## config.mk

```make
export PLATFORM = sky130hd
export DESIGN_NAME = rec_play_sequencer
export DESIGN_NICKNAME = d
export VERILOG_FILES = /design/src/rtl/rec_play_sequencer.sv
export SDC_FILE = /design/constraint.sdc
export NUM_CORES = 1
export LEC_CHECK = 0
export BUFFER_PORTS_ARGS = -buffer_cell sky130_fd_sc_hd__buf_4
export CORE_MARGIN = 2
export CORE_UTILIZATION = 30
export CTS_CLUSTER_SIZE = 20
export DETAILED_ROUTE_END_ITERATION = 10
export PLACE_DENSITY = 0.47
export SLEW_MARGIN = 20
export SYNTH_ARGS = -nofsm -noshare
export SYNTH_HDL_FRONTEND = slang
export SYNTH_SLANG_ARGS = --single-unit
```

## constraint.sdc

```tcl
create_clock -name i_clk -period 6.7 [get_ports i_clk]
set_clock_uncertainty 0.05 [all_clocks]
set_input_delay 1.005 -clock i_clk [delete_from_list [all_inputs] [get_ports i_clk]]
set_output_delay 1.005 -clock i_clk [all_outputs]
set_load 0.05 [all_outputs]
```

## src/rtl/rec_play_sequencer.sv

```systemverilog
// Record/playback sequencer: turns user events into an FSM and issues one SRAM
// write (record) or read (play) request per audio sample tick over a req/ready handshake.
module rec_play_sequencer #(
    parameter int                ADDR_W   = 20,
    parameter logic [ADDR_W-1:0] MAX_ADDR = 20'hFFFFF
) (
    input  logic              i_clk,
    input  logic              i_rst,
    input  logic              i_event_valid,
    input  logic [3:0]        i_event_code,
    input  logic [1:0]        i_mode,
    input  logic [3:0]        i_speed,
    input  logic              i_sample_tick,
    input  logic              i_mem_ready,
    output logic              o_mem_req,
    output logic              o_mem_we,
    output logic [ADDR_W-1:0] o_mem_addr,
    output logic [2:0]        o_state,
    output logic [ADDR_W:0]   o_rec_len,
    output logic [2:0]        o_interp_phase,
    output logic              o_overrun
);

    typedef enum logic [2:0] {
        ST_IDLE  = 3'd0,
        ST_REC   = 3'd1,
        ST_PAUSE = 3'd2,
        ST_STOP  = 3'd3,
        ST_PLAY  = 3'd4
    } state_t;

    localparam logic [3:0] EV_REC   = 4'd1;
    localparam logic [3:0] EV_PAUSE = 4'd2;
    localparam logic [3:0] EV_STOP  = 4'd3;
    localparam logic [3:0] EV_PLAY  = 4'd4;

    function automatic logic [3:0] eff_speed(input logic [1:0] mode, input logic [3:0] spd);
        if ((mode == 2'b01 || mode == 2'b10) && spd >= 4'd2 && spd <= 4'd8)
            return spd;
        return 4'd1;
    endfunction

    state_t            state, state_nxt;
    logic [ADDR_W-1:0] rec_addr;
    logic [ADDR_W-1:0] play_addr;
    logic [ADDR_W:0]   rec_len;
    logic [2:0]        phase;
    logic [1:0]        mode_r;
    logic [3:0]        speed_r;
    logic              from_play, from_nxt;
    logic              vld_p0;
    logic [3:0]        evt_code_p0;

    logic              acc;
    logic              evt_go;
    logic [3:0]        evt_code;
    logic              tick_slot;
    logic [3:0]        s_eff;
    logic              slow_active;
    logic              phase_last;
    logic [ADDR_W:0]   play_sum;
    logic [ADDR_W:0]   slow_sum;
    logic              fresh_rec, play_zero, enter_stop;
    logic              issue, issue_we;

    assign acc         = o_mem_req & i_mem_ready;
    assign s_eff       = eff_speed(mode_r, speed_r);
    assign slow_active = (mode_r == 2'b01) && (s_eff != 4'd1);
    assign phase_last  = (phase == 3'(s_eff - 4'd1));
    assign play_sum    = {1'b0, play_addr} + (ADDR_W+1)'(s_eff);
    assign slow_sum    = {1'b0, play_addr} + (ADDR_W+1)'(1);

    // Events are held off while a request is outstanding; a live event beats a latched one.
    always_comb begin
        evt_go   = 1'b0;
        evt_code = 4'd0;
        if (!o_mem_req) begin
            if (i_event_valid) begin
                evt_go   = 1'b1;
                evt_code = i_event_code;
            end else if (vld_p0) begin
                evt_go   = 1'b1;
                evt_code = evt_code_p0;
            end
        end
    end

    // A tick coinciding with an applied event is not serviced.
    assign tick_slot = i_sample_tick & ~o_mem_req & ~evt_go;

    always_ff @(posedge i_clk or posedge i_rst) begin
        if (i_rst)
            state <= ST_IDLE;
        else
            state <= state_nxt;
    end

    always_comb begin
        state_nxt  = state;
        fresh_rec  = 1'b0;
        play_zero  = 1'b0;
        enter_stop = 1'b0;
        from_nxt   = from_play;
        if (acc) begin
            if (state == ST_REC && o_mem_we && rec_addr == MAX_ADDR)
                enter_stop = 1'b1;
            else if (state == ST_PLAY && !o_mem_we && !slow_active && play_sum >= rec_len)
                enter_stop = 1'b1;
        end else if (evt_go) begin
            case (state)
                ST_IDLE: begin
                    if (evt_code == EV_REC) begin
                        state_nxt = ST_REC;
                        fresh_rec = 1'b1;
                    end
                end
                ST_REC: begin
                    if (evt_code == EV_PAUSE) begin
                        state_nxt = ST_PAUSE;
                        from_nxt  = 1'b0;
                    end else if (evt_code == EV_STOP) begin
                        enter_stop = 1'b1;
                    end
                end
                ST_PLAY: begin
                    if (evt_code == EV_PAUSE) begin
                        state_nxt = ST_PAUSE;
                        from_nxt  = 1'b1;
                    end else if (evt_code == EV_STOP) begin
                        enter_stop = 1'b1;
                    end else if (evt_code == EV_REC) begin
                        state_nxt = ST_REC;
                        fresh_rec = 1'b1;
                    end
                end
                ST_PAUSE: begin
                    if (evt_code == EV_REC) begin
                        state_nxt = ST_REC;
                        fresh_rec = from_play;
                    end else if (evt_code == EV_PLAY) begin
                        state_nxt = ST_PLAY;
                        play_zero = ~from_play;
                    end else if (evt_code == EV_STOP) begin
                        enter_stop = 1'b1;
                    end
                end
                ST_STOP: begin
                    if (evt_code == EV_REC) begin
                        state_nxt = ST_REC;
                        fresh_rec = 1'b1;
                    end else if (evt_code == EV_PLAY && rec_len != '0) begin
                        state_nxt = ST_PLAY;
                        play_zero = 1'b1;
                    end
                end
                default: state_nxt = ST_IDLE;
            endcase
        end else if (tick_slot && state == ST_PLAY && slow_active && phase_last
                     && slow_sum >= rec_len) begin
            enter_stop = 1'b1;
        end
        if (enter_stop)
            state_nxt = ST_STOP;
    end

    always_comb begin
        o_state  = state;
        issue    = 1'b0;
        issue_we = 1'b0;
        if (tick_slot) begin
            if (state == ST_REC) begin
                issue    = 1'b1;
                issue_we = 1'b1;
            end else if (state == ST_PLAY) begin
                issue = !slow_active || (phase == 3'd0);
            end
        end
    end

    always_ff @(posedge i_clk or posedge i_rst) begin
        if (i_rst) begin
            rec_addr    <= '0;
            play_addr   <= '0;
            rec_len     <= '0;
            phase       <= '0;
            mode_r      <= '0;
            speed_r     <= '0;
            from_play   <= 1'b0;
            vld_p0      <= 1'b0;
            evt_code_p0 <= '0;
            o_mem_req   <= 1'b0;
            o_mem_we    <= 1'b0;
            o_mem_addr  <= '0;
            o_overrun   <= 1'b0;
        end else begin
            o_overrun <= i_sample_tick & o_mem_req;
            from_play <= from_nxt;
            if (i_event_valid) begin
                mode_r  <= i_mode;
                speed_r <= i_speed;
            end
            if (o_mem_req) begin
                if (i_event_valid) begin
                    vld_p0      <= 1'b1;
                    evt_code_p0 <= i_event_code;
                end
            end else begin
                vld_p0 <= 1'b0;
            end

            if (acc) begin
                o_mem_req <= 1'b0;
                o_mem_we  <= 1'b0;
                if (o_mem_we) begin
                    rec_addr <= rec_addr + ADDR_W'(1);
                    rec_len  <= {1'b0, rec_addr} + (ADDR_W+1)'(1);
                end else if (!slow_active) begin
                    play_addr <= play_sum[ADDR_W-1:0];
                    phase     <= '0;
                end
            end else if (issue) begin
                o_mem_req  <= 1'b1;
                o_mem_we   <= issue_we;
                o_mem_addr <= issue_we ? rec_addr : play_addr;
            end

            // Slow play: each tick steps the repeat index; the address moves on wrap.
            if (tick_slot && state == ST_PLAY && slow_active) begin
                if (phase_last) begin
                    phase     <= '0;
                    play_addr <= slow_sum[ADDR_W-1:0];
                end else begin
                    phase <= phase + 3'd1;
                end
            end

            if (fresh_rec) begin
                rec_addr <= '0;
                rec_len  <= '0;
                phase    <= '0;
            end
            if (play_zero || enter_stop) begin
                play_addr <= '0;
                phase     <= '0;
            end
        end
    end

    assign o_rec_len      = rec_len;
    assign o_interp_phase = phase;

endmodule

```

; ---- Word level (Yosys, flattened, before mapping)
; Index checks and enable logic that the tools add are counted.
; W data, S select, Z words.
[op_classes]
n_eq_ne = 23
n_bitwise = 8
reduce_logical = 35
muxes = 79
n_addsub = 6
n_lt_le_gt_ge = 4
[op_table]
columns = operator, count
row1 = $mux W20, 10
row2 = $mux W21, 3
row3 = $mux W3, 18
row4 = $add A20 B1 Y21 const B, 2
row5 = $ge A21 B21 Y1, 2
row6 = $mux W1, 38
row7 = $add A20 B4 Y21, 1
row8 = $reduce_bool A21 Y1, 1
row9 = $add A20 B1 Y20 const B, 1
row10 = $eq A20 B20 Y1 const B, 1
row11 = $mux W4, 5
row12 = $pmux W3 S5, 1
row13 = $logic_and A1 B1 Y1, 13
row14 = $ne A4 B1 Y1 const B, 3
row15 = $ne A4 B4 Y1 const B, 3
row16 = $reduce_bool A2 Y1, 5
row17 = $eq A4 B2 Y1 const B, 2
row18 = $eq A3 B2 Y1 const B, 2
row19 = $logic_not A3 Y1, 2
row20 = $ne A2 B2 Y1 const B, 3
row21 = $pmux W1 S2, 3
row22 = $reduce_and A2 Y1, 3
row23 = $reduce_and A6 Y1, 1
row24 = $reduce_and A5 Y1, 1
row25 = 21 further kinds, 31
[totals]
input_bits = 15
ff_bits = 102
elab_cells = 169

; ---- Depth between registers and ports, before layout
; Gate-level depths: netlist (run 1).
[depth]
depth_word = 17
ltp_mapped = 20
ltp_nobuf = 19

; ---- Worst setup path after synthesis (run 1)
; Ideal clock, no wire load.
[synth_timing]
kind = register to register
startpoint = register speed_r[1]
endpoint = register state[1], in the netlist o_state[1]
slack_ps = 2815
path_buffers = 0
path_stages_with_launch = 19
arrival_ps = 3711
required_time_ps = 6526
setup_time_ps = 124
path_cell_list = dfrtp_1 -> o21bai_1 -> a211o_2 -> ha_1 -> inv_1 -> fa_1 -> nor2b_1 -> o311a_4 -> nand4b_4 -> nor2_1 -> xor2_1 -> ha_1 -> a21o_1 -> a21o_1 -> a21oi_1 -> o21ai_0 -> o21ai_1 -> nand3b_1 -> a211o_1
[synth_between]
elab_chain_len = 15
word_cells_on_any_way = 32
[synth_rtl]
columns = element, line
row1 = start: declaration, 49  ; logic [3:0] speed_r;
row2 = start signal: assignment, 200  ; speed_r <= i_speed;
row3 = $ge A4 B2 Y1, 38  ; if ((mode == 2'b01 || mode == 2'b10) && spd >= 4'd2 && spd <= 4'd8)
row4 = $logic_and A1 B1 Y1 (2 in series), 38
row5 = $mux W1, 38
row6 = $mux W4 (*), 40  ; return 4'd1;
row7 = "parallel branches: the longest is 7 deep, another holds $add A20 B4 Y21", n/a
row8 = $mux W1 (*), 104  ; if (acc) begin
row9 = "$ne A4 B4 Y1 (no line), or another cell as far along", n/a
row10 = $reduce_and A6 Y1 (no line), n/a
row11 = end signal: assignment, 95  ; state <= state_nxt;
row12 = end: declaration, 43  ; state_t state, state_nxt;
; Every way passes the cells marked *. The select of a mux whose other input is x is not followed.
; A chain may end at the register's enable or synchronous reset.

; ---- Worst setup path after layout (run 1)
[layout_timing]
startpoint = register mode_r[0]
endpoint = register play_addr[7]
[layout_between]
elab_chain_len = 16
word_cells_on_any_way = 31
[layout_rtl]
columns = element, line
row1 = start: declaration, 48  ; logic [1:0] mode_r;
row2 = start signal: assignment, 199  ; mode_r <= i_mode;
row3 = "parallel branches: the longest is 15 deep, another holds $add A20 B4 Y21", n/a
row4 = $mux W20 (*), 242  ; if (play_zero || enter_stop) begin
row5 = end signal: assignment, 218  ; play_addr <= play_sum[ADDR_W-1:0];
row6 = end signal: assignment, 231  ; play_addr <= slow_sum[ADDR_W-1:0];
row7 = end: declaration, 45  ; logic [ADDR_W-1:0] play_addr;
; Every way passes the cells marked *.

==> impl_metrics.py, run 1 <==
metrics = {
    "run_status": {
        "status": "finished clean",
    },
    "synth": {
        "yosys-top-cells-area": "dfrtp_1 33%, ha_1 11%, xnor2_1 7.1%",
        "synth_area_um2": 6177,
        "ys_seq_area_frac": 0.3322,
        "synth_warnings": 0,
        "synth.cells.most_frequent": "98 x nor2_1, 82 x dfrtp_1, 53 x ha_1",
        "synth_area_per_cell_um2": 8.825,
        "synthFlopType": "dfrtp_1",
        "yosysMostFrequentCell": "nor2_1",
        "synth-seq-cells": 82,
        "synth_top_area_frac": 0.3322,
        "synth_nets": 769,
        "synth_area_leader_cell": "dfrtp_1",
        "async_flop_share": 1.000,
        "synth_cell_types": 76,
        "synth_cells": 700,
        "synth_edf_count": 0,
    },
    "worst_setup_path": {
        "cp_data_required_time_ns": 6.90,
        "cp-end-kind": "register",
        "rr_endpoint": "play_addr[7]",
        "critical_path.max_fanout": 20,
        "path_common_cell": "ha_1",
        "rr_worst_depth": 18,
        "critPathKind": "reg2reg",
        "reg2reg_slack_ns": 1.70,
        "critPathMaxStageDelay_ns": 0.80,
        "critPathArrivalTime_ns": 5.21,
        "cp_slowest_cell": "nand3b_1",
        "worstSetupStartpointType": "register",
        "worstPathCellList": "ha_1 -> a211o_2 -> ha_1 -> inv_1 -> fa_1 -> nor2b_1 -> o311a_4 -> nand4b_4 -> nand2b_4 -> nor2_1 -> xor2_1 -> ha_1 -> a21oi_1 -> o21ai_0 -> nand4_1 -> nand3_1 -> nand3b_1 -> a211oi_2",
        "r2r_start": "mode_r[0]",
    },
    "floorplanning": {
        "start_util": 0.3053,
        "core_area_um2": 20230,
        "pin_count": 65,
        "die_w_um": 147.5,
        "die_area_um2": 21750,
        "rows": 52,
        "die-height_um": 147.5,
    },
    "clock_tree": {
        "tritoncts": "built",
        "cts-buffers-inserted": 9,
        "cts_setup_buffers": 0,
        "htree_levels": 3,
        "clock_latency_ns": 0.36,
        "postCtsHoldBufs": 0,
        "cts-root-buf": "clkbuf_16",
        "cts_resized": 0,
        "clk_pin_slew_worst_paths_ns": 0.06,
        "clockBufferDepth": 2,
        "cts.sinks": 82,
    },
    "cells_and_area": {
        "stdcell_count": 1014,
        "area_delta_synth_final_pct": 16.39,
        "n_fill_cell": 2106,
        "final_area_um2": 7189,
        "multi_input_area_um2": 3812,
        "fin_util": 0.3553,
        "final_net_count": 808,
        "n_antenna_cell": 0,
        "drive_gt1_frac": 0.1492,
        "final-seq-area_um2": 2052,
    },
    "timing": {
        "max_freq_mhz": 199.9,
        "hold_slack_ns": 0.4830,
        "min_period_ns": 5.004,
        "tns_ns": 0,
        "final_hold_viol_count": 0,
        "worstMarginPinSlew_ns": 1.067,
        "rsz0062_at_grt": "false",
        "drv_slew": 0,
        "finalCritPeriodShare": 0.7468,
        "fin_ws_ns": 1.696,
        "timing.slew.headroom": 0.2865,
        "setup_viol": 0,
    },
    "min_path": {
        "hold_depth": 1,
        "hold_path_startpoint": "mode_r[0]",
        "hp-class": "reg2reg",
        "holdPathEnd": "mode_r[0]",
    },
    "routing": {
        "wire_per_inst_um": 18.14,
        "initialDrtViolationCount": 327,
        "ant_nets": 0,
        "vias": 5216,
        "drc": 0,
        "drtPass1Iterations": 5,
        "drt_wl_total_um": 18400,
        "viasPerCell": 5.144,
    },
    "placement": {
        "gp_congestion": 0.8990,
        "dpl_worst_slack_ns": 1.682,
        "place.port_buffers": 64,
        "dp_cells": 998,
        "hpwl_um": 14040,
        "place_area_um2": 6864,
    },
    "power": {
        "power_mw": 2.928,
        "powerDensity_nw_per_um2": 407.3,
        "p_leak_nw": 3.266,
        "ir_worst_vdd_mv": 0.2988,
    },
    "global_route": {
        "grt-ovfl-total": 0,
        "grt_pass1_vias": 5451,
        "grt_max_degree": 46,
        "grt_first_pass_wirelength_um": 29950,
        "antenna_found_initial": 0,
        "grtUsageTotal": 0.1761,
    },
    "job": {
        "maxCapViolations": 0,
    },
}
flip-flops by register name, indices dropped and copies added, names as in the netlist, 2 cells and up:
register and flops:
evt_code_p0 4, mode_r 2, o_interp_phase 3, o_mem_addr 20, o_rec_len 2, o_state 3
play_addr 20, rec_addr 19, speed_r 4
area by class of cell:
cell class                      instances  share of cell area
Clock buffer                            9             0.03133
Clock inverter                          7             0.01392
Inverter                               42             0.02210
Multi-Input combinational cell        537              0.5303
Sequential cell                        82              0.2854
Tap cell                              270             0.04699
Timing Repair Buffer                   67             0.06996
how the worst max path moves through the flow:
stage,startpoint,to,slack (ns)
4_1_cts,mode_r[0],play_addr[7],1.66
5_1_grt,mode_r[0],play_addr[7],1.29
3_5_place_dp,mode_r[0],play_addr[7],1.68
2_1_floorplan,speed_r[1],o_state[1],2.82
3_3_place_gp,mode_r[0],play_addr[7],1.82
6_report,mode_r[0],play_addr[7],1.70
power by group:
part / internal [mW] / leakage, nW / switching (mW)
Combinational: 0.523 / 2.09 / 0.975
Sequential: 0.649 / 1.03 / 0.228
Clock: 0.329 / 0.149 / 0.223
placed cells by master, fill, tap and decap left out, drive strengths merged, types with 3 or more instances in the layout:
| master | Yosys | routed |
|---|---|---|
| a211oi | 4 | 4 |
| a21o | 9 | 9 |
| a21oi | 42 | 42 |
| a22oi | 4 | 4 |
| a311oi | 3 | 3 |
| a32oi | 4 | 4 |
| and2 | 3 | 3 |
| and3 | 3 | 3 |
| and4 | 5 | 5 |
| buf | 14 | 67 |
| clkbuf | 25 | 9 |
| clkinvlp | 0 | 3 |
| dfrtp | 82 | 82 |
| ha | 53 | 53 |
| inv | 42 | 43 |
| mux2 | 9 | 9 |
| mux2i | 22 | 22 |
| nand2 | 49 | 49 |
| nand2b | 7 | 7 |
| nand3 | 22 | 22 |
| nand3b | 7 | 7 |
| nand4 | 22 | 22 |
| nor2 | 98 | 98 |
| nor2b | 11 | 11 |
| nor3 | 10 | 10 |
| nor4 | 10 | 10 |
| nor4b | 3 | 3 |
| o21a | 3 | 3 |
| o21ai | 19 | 19 |
| xnor2 | 50 | 50 |
| xor2 | 23 | 23 |
critical path, delay by kind of cell (launching register included):
kind	cells	cell delay, ns
AOI/OAI and AO/OA	5	1.15
xor gates and xnor gates	1	0.19
adders and majority gates	4	1.24
buffers and inverters	1	0.05
DFF	1	0.38
and+or+nand+nor	7	1.84
metal layers:
metal | global-route usage | wire length, um | up-vias | part of all wire
met4 | 0.05673 | 375 | 0 | 0.020
met2 | 0.3044 | 8777 | 92 | 0.48
li1 | - | - | 2521 | -
met5 | 0 | 0 | - | 0
met3 | 0.02654 | 617 | 18 | 0.034
met1 | 0.2264 | 8623 | 2585 | 0.47
cells by family (layout without fill, tap and decap cells):
| kind of cell | Yosys count | after routing | synth area share |
|---|---|---|---|
| AO/OA/AOI/OAI | 117 | 117 | 0.1345 |
| XOR/XNOR | 73 | 73 | 0.1035 |
| adder cells (fa/ha/maj) | 55 | 55 | 0.1122 |
| buffers and inverters | 81 | 125 | 0.05246 |
| flip-flops | 82 | 82 | 0.3322 |
| multiplexers | 31 | 31 | 0.05206 |
| AND/OR/NAND/NOR | 261 | 261 | 0.2131 |
No activity file was read; power rests on OpenSTA's default activity.
==> run 2, diff against run 1 <==
--- a/config.mk
+++ b/config.mk
@@ -10,7 +10,7 @@
 export CORE_UTILIZATION = 30
 export CTS_CLUSTER_SIZE = 20
 export DETAILED_ROUTE_END_ITERATION = 10
-export PLACE_DENSITY = 0.47
+export PLACE_DENSITY = 0.49
 export SLEW_MARGIN = 20
 export SYNTH_ARGS = -nofsm -noshare
 export SYNTH_HDL_FRONTEND = slang
==> constraint.sdc (replaced) <==
create_clock -name i_clk -period 4.05 [get_ports i_clk]
set_clock_uncertainty 0.05 [all_clocks]
set_input_delay 0.6075 -clock i_clk [delete_from_list [all_inputs] [get_ports i_clk]]
set_output_delay 0.6075 -clock i_clk [all_outputs]
set_load 0.05 [all_outputs]
==> run 2 against run 1 <==
The run now ends with setup timing left. Die area stayed put. Utilization is 2.6 points higher. Clock power is 59% higher. Critical path type unchanged. Sequential share of layout area is 1.9 points lower. Sequential power is 63% higher. Via count is 1.4% higher. Total power is 71% higher. Highest routed layer unchanged. Hold slack worse by 0.23 ns. Routed wire length is 3.5% higher.
==> impl_metrics.py, run 2 (synthesis results as in run 1) <==
metrics = {
    "clock_tree": {
        "postCtsHoldBufs": 0,
        "tritoncts": "built",
        "clk_pin_slew_worst_paths_ns": 0.07,
        "cts-root-buf": "clkbuf_16",
        "clockBufferDepth": 2,
        "htree_levels": 3,
        "cts-buffers-inserted": 9,
        "clock_latency_ns": 0.36,
        "cts.sinks": 82,
    },
    "power": {
        "switching_share": 0.4860,
        "clkPwrFrac": 0.175,
        "ir_worst_vdd_mv": 0.4785,
        "p_leak_nw": 3.550,
        "powerDensity_nw_per_um2": 649.1,
        "p_int_mw": 2.571,
        "seq_power_share": 0.285,
        "combinationalPowerShare": 0.539,
        "power_switching_mw": 2.431,
    },
    "worst_setup_path": {
        "cp_slowest_cell": "or3b_4",
        "cp_data_required_time_ns": 4.27,
        "critPathKind": "reg2reg",
        "worstPathCellList": "or3b_4 -> a211o_4 -> ha_4 -> inv_2 -> fa_2 -> nand3b_1 -> o311a_4 -> nand4b_4 -> nor2_2 -> xor2_1 -> ha_1 -> a21o_1 -> a21o_1 -> a21oi_1 -> o21ai_1 -> o21ai_2 -> nand3b_1 -> buf_6 -> a211oi_2",
        "rr_endpoint": "play_addr[7]",
        "worstSetupStartpointType": "register",
        "critPathArrivalTime_ns": 4.28,
        "crit_family": "compound AO/OA/AOI/OAI gates",
        "cp-end-kind": "register",
        "path_buf_inv": 2,
        "critPathMaxStageDelay_ns": 0.42,
        "critical_path.max_fanout": 8,
        "rr_worst_depth": 19,
        "r2r_start": "speed_r[1]",
        "reg2reg_slack_ns": -0.006,
    },
    "floorplanning": {
        "die_w_um": 147.5,
        "die_area_um2": 21750,
        "rows": 52,
        "start_util": 0.3053,
        "core_area_um2": 20230,
        "pin_count": 65,
        "die-height_um": 147.5,
    },
    "routing": {
        "wire_per_inst_um": 17.82,
        "viasPerCell": 4.949,
        "drtPass1Iterations": 5,
        "vias": 5291,
        "initialDrtViolationCount": 344,
        "ant_nets": 0,
        "drt_wl_total_um": 19050,
        "drc": 0,
    },
    "placement": {
        "dpl_worst_slack_ns": -0.1434,
        "gp_congestion": 0.8484,
        "dp_cells": 1046,
        "hpwl_um": 14460,
        "place.port_buffers": 64,
        "place_area_um2": 7237,
    },
    "cells_and_area": {
        "drive_gt1_frac": 0.2365,
        "layout_common_cells": "119 x buf_4, 92 x nor2_1, 82 x dfrtp_1",
        "final_net_count": 863,
        "n_fill_cell": 2104,
        "area_delta_synth_final_pct": 24.75,
        "reg_top3": "o_mem_addr (20), play_addr (20), rec_addr (19)",
        "final_common_cell": "buf_4",
        "fin_util": 0.3808,
        "n_antenna_cell": 0,
        "final_area_um2": 7706,
        "stdcell_count": 1069,
    },
    "timing": {
        "fin_ws_ns": -0.006188,
        "final_hold_viol_count": 0,
        "setup_viol": 1,
        "timing.slew.headroom": 0.5953,
        "rsz0062_at_grt": "true",
        "min_period_ns": 4.056,
        "drv_slew": 0,
        "max_freq_mhz": 246.5,
        "finalCritPeriodShare": 1.002,
        "worstMarginPinSlew_ns": 0.5986,
        "hold_slack_ns": 0.2482,
    },
    "min_path": {
        "hp-class": "in2async",
    },
    "run_status": {
        "violations": "setup timing",
        "status": "finished, violations left",
    },
    "global_route": {
        "grt_max_degree": 42,
        "grt_first_pass_wirelength_um": 29950,
        "grtUsageTotal": 0.1773,
        "grt-ovfl-total": 0,
        "antenna_found_initial": 0,
        "grt_pass1_vias": 5127,
    },
    "job": {
        "maxCapViolations": 0,
    },
}
## run 2: worst register-to-register path, stage by stage (launching register included)
cell and delay, ns:
dfrtp_1 0.41, or3b_4 0.42, a211o_4 0.35, ha_4 0.17, inv_2 0.05, fa_2 0.19, nand3b_1 0.12, o311a_4 0.22
nand4b_4 0.18, nor2_2 0.06, xor2_1 0.16, ha_1 0.29, a21o_1 0.16, a21o_1 0.16, a21oi_1 0.14, o21ai_1 0.09
o21ai_2 0.17, nand3b_1 0.22, buf_6 0.23, a211oi_2 0.13
## run 2: stage by stage
step,power [mW],setup TNS (ns)
2_1_floorplan,3.159,0
3_3_place_gp,4.040,-0.1092
3_5_place_dp,4.044,-0.4923
4_1_cts,4.975,0
5_1_grt,5.339,-3.338
6_report,5.002,-0.006188
## run 2: area by class of cell
| cell class | instances | area (um^2) | share of cell area |
|---|---|---|---|
| multi-input combinational | 537 | 3910 | 0.5074 |
| clock buffer | 10 | 239.0 | 0.03101 |
| inverter | 42 | 158.9 | 0.02062 |
| sequential | 82 | 2052 | 0.2663 |
| clock inverter | 6 | 72.57 | 0.009417 |
| tap | 270 | 337.8 | 0.04384 |
| timing repair buffer | 122 | 935.9 | 0.1214 |
## run 2: worst max-delay path by stage
| stage | end | startpoint | depth (start not counted) |
|---|---|---|---|
| after floorplan | o_state[1] | speed_r[1] | 18 |
| after global placement | o_state[1] | mode_r[0] | 19 |
| after detailed placement | o_state[1] | mode_r[0] | 19 |
| after CTS | play_addr[12] | mode_r[0] | 19 |
| after global routing | play_addr[7] | speed_r[1] | 19 |
| final | play_addr[7] | speed_r[1] | 19 |
## run 2: timing repair
item | 4_1_cts | 5_1_grt
buffers inserted | 4 | 3
resized for setup | 8 | 24
endpoints found under the setup margin | 22 | 23
pin swaps | 8 | 13
cloned | 0 | 1
hold endpoints to repair | 0 | 0
## run 2: power by group through the flow
stage | logic (mW) | clock network (mW) | registers (mW)
floorplan | 1.17 | 0 | 1.99
detailed placement | 2.61 | 0 | 1.43
global placement | 2.60 | 0 | 1.44
CTS | 2.65 | 0.901 | 1.42
finish | 2.70 | 0.877 | 1.43
global route | 2.93 | 0.932 | 1.47
## run 2: metal layers
metal  vias up  share of wire  global-route usage
met5         -              0                   0
met4         0         0.0098             0.03558
li1       2621              -                   -
met3        12          0.036             0.02901
met1      2553           0.49              0.2517
met2       105           0.47              0.2864
==> run 3, diff against run 2 <==
--- a/config.mk
+++ b/config.mk
@@ -5,7 +5,7 @@
 export SDC_FILE = /design/constraint.sdc
 export NUM_CORES = 1
 export LEC_CHECK = 0
-export BUFFER_PORTS_ARGS = -buffer_cell sky130_fd_sc_hd__buf_4
+export BUFFER_PORTS_ARGS = -buffer_cell sky130_fd_sc_hd__clkbuf_2
 export CORE_MARGIN = 2
 export CORE_UTILIZATION = 30
 export CTS_CLUSTER_SIZE = 20
==> run 3 against run 2 <==
The run still ends with setup timing left. Hold slack improved by 0.035 ns. Sequential share of layout area increased by 0.31 points. Via count increased by 0.76%. Count of clock-buffer cells in the layout unchanged. Global-route usage decreased by 0.063 points. Utilization decreased by 0.45 points. Non-clock buffer count decreased by 3. Sequential power about the same. Combinational power decreased by 7%. Largest cell class unchanged.
==> impl_metrics.py, run 3 (synthesis results as in run 1) <==
metrics = {
    "cells_and_area": {
        "area_delta_synth_final_pct": 23.29,
        "reg_top3": "o_mem_addr (20), play_addr (20), rec_addr (19)",
        "layout_common_cells": "82 x nor2_1, 82 x dfrtp_1, 64 x clkbuf_2",
        "drive_gt1_frac": 0.2450,
        "n_antenna_cell": 0,
        "multi_input_area_um2": 3984,
        "final_net_count": 860,
        "n_fill_cell": 2126,
        "final-seq-area_um2": 2052,
    },
    "timing": {
        "worstMarginPinSlew_ns": 0.7209,
        "final_hold_viol_count": 0,
        "setup_viol": 19,
        "rsz0062_at_grt": "true",
        "tns_ns": -1.464,
        "fin_ws_ns": -0.1095,
        "drv_slew": 0,
        "min_period_ns": 4.160,
        "finalCritPeriodShare": 1.027,
        "max_freq_mhz": 240.4,
        "timing.slew.headroom": 0.5189,
    },
    "placement": {
        "gp_congestion": 0.8527,
        "dpl_worst_slack_ns": -0.09591,
        "hpwl_um": 14610,
        "place.port_buffers": 64,
    },
    "clock_tree": {
        "clock_latency_ns": 0.35,
        "cts.sinks": 82,
        "cts-root-buf": "clkbuf_16",
        "clockBufferDepth": 2,
        "clk_pin_slew_worst_paths_ns": 0.07,
        "cts-buffers-inserted": 9,
        "htree_levels": 3,
        "tritoncts": "built",
        "postCtsHoldBufs": 0,
    },
    "floorplanning": {
        "rows": 52,
        "start_util": 0.3053,
        "die-height_um": 147.5,
        "die_area_um2": 21750,
        "pin_count": 65,
        "core_area_um2": 20230,
        "die_w_um": 147.5,
    },
    "global_route": {
        "grt_max_degree": 41,
        "grt_pass1_vias": 5176,
        "antenna_found_initial": 0,
        "grt-ovfl-total": 0,
        "grt_first_pass_wirelength_um": 29810,
        "grtUsageTotal": 0.1767,
    },
    "run_status": {
        "violations": "setup timing",
        "status": "finished, violations left",
    },
    "power": {
        "combinationalPowerShare": 0.523,
        "powerDensity_nw_per_um2": 632.5,
        "p_int_mw": 2.406,
        "power_switching_mw": 2.411,
        "switching_share": 0.5006,
        "clkPwrFrac": 0.179,
        "power_mw": 4.817,
        "p_leak_nw": 3.494,
        "ir_worst_vdd_mv": 0.4324,
        "seq_power_share": 0.298,
    },
    "job": {
        "maxCapViolations": 0,
    },
    "routing": {
        "routed.top_layer": "met4",
        "wire_per_inst_um": 17.71,
        "vias": 5331,
        "ant_nets": 0,
        "drt_wl_total_um": 18870,
        "dr_wl_met2_um": 8732,
        "wl_met3_um": 707,
        "drc": 0,
        "drtPass1Iterations": 5,
        "viasPerCell": 5.001,
        "initialDrtViolationCount": 290,
        "wl_met1_um": 9151,
    },
    "worst_setup_path": {
        "cp_slowest_cell": "dfrtp_1",
        "critPathArrivalTime_ns": 4.38,
        "worstSetupStartpointType": "register",
        "worstSetupStartpoint": "mode_r[0]",
        "critPathMaxStageDelay_ns": 0.41,
        "critPathKind": "reg2reg",
        "reg2reg_slack_ns": -0.11,
        "worstPathCellList": "ha_4 -> a211o_4 -> ha_4 -> inv_2 -> fa_2 -> nor2b_4 -> o311a_4 -> nand4b_4 -> xnor2_2 -> ha_1 -> a211oi_2 -> nor2_1 -> a311oi_1 -> o21ai_1 -> o21ai_1 -> nand3b_1 -> buf_4 -> buf_6 -> a21oi_2",
        "r2r_start": "mode_r[0]",
        "rr_endpoint": "play_addr[2]",
        "cp-endpoint": "play_addr[2]",
        "rr_worst_depth": 19,
        "critical_path.max_fanout": 5,
        "cp_data_required_time_ns": 4.27,
        "cp-end-kind": "register",
    },
    "min_path": {
        "hp-class": "in2async",
    },
}
[run 3: final cells by class]
class | count | area share
multi-input cells | 537 | 0.5231
flip-flops and latches | 82 | 0.2694
repair buffers | 119 | 0.1015
well taps | 270 | 0.04436
clock buffers | 10 | 0.03138
inverters | 42 | 0.02086
clock inverters | 6 | 0.009364
[run 3: what timing repair did]
item,4_1_cts,5_1_grt
gates cloned,0,2
setup endpoints to repair,22,23
pin swaps,1,29
endpoints found under the hold margin,0,0
resized for setup,6,50
setup buffers,1,8
[run 3: worst max-delay path, delay by kind of cell, from the launching register on]
family                     cells  cell delay (ns)
AOI/OAI and AO/OA              7             1.31
xor gates and xnor gates       1             0.18
adders and majority gates      4             1.13
buffers and inverters          3             0.36
DFF                            1             0.41
and+or+nand+nor                4             0.65
[run 3: through the flow]
step                  util  cell area [um^2]  cells  hold slack (ns)
floorplan                -              6177    700           0.4375
global placement    0.3471              7024   1039           0.4479
detailed placement  0.3471              7024   1039           0.4576
CTS                 0.3643              7372   1056           0.3035
global route        0.3764              7616   1066           0.3421
finish              0.3764              7616   1066           0.2834
[run 3: power groups by stage]
stage / sequential, mW / clock [mW] / combinational, mW
2_1_floorplan: 1.99 / 0 / 1.17
3_3_place_gp: 1.44 / 0 / 2.44
3_5_place_dp: 1.45 / 0 / 2.44
4_1_cts: 1.43 / 0.893 / 2.47
5_1_grt: 1.48 / 0.926 / 2.76
6_report: 1.43 / 0.864 / 2.52
[run 3: how the worst min path moves through the flow]
stage	startpoint	to	slack [ns]	cells past startpoint
final	i_rst	rec_addr[9]	0.28	2
after global placement	mode_r[0]	mode_r[0]	0.45	1
after detailed placement	mode_r[0]	mode_r[0]	0.46	1
after floorplan	mode_r[0]	mode_r[0]	0.44	1
after CTS	i_rst	o_mem_addr[18]	0.30	2
after global routing	i_rst	rec_addr[18]	0.34	2
[run 3: layer usage]
| layer | track usage | vias to the layer above |
|---|---|---|
| li1 | - | 2621 |
| met1 | 0.2529 | 2581 |
| met2 | 0.2801 | 111 |
| met3 | 0.02778 | 18 |
| met4 | 0.04279 | 0 |
| met5 | 0 | - |
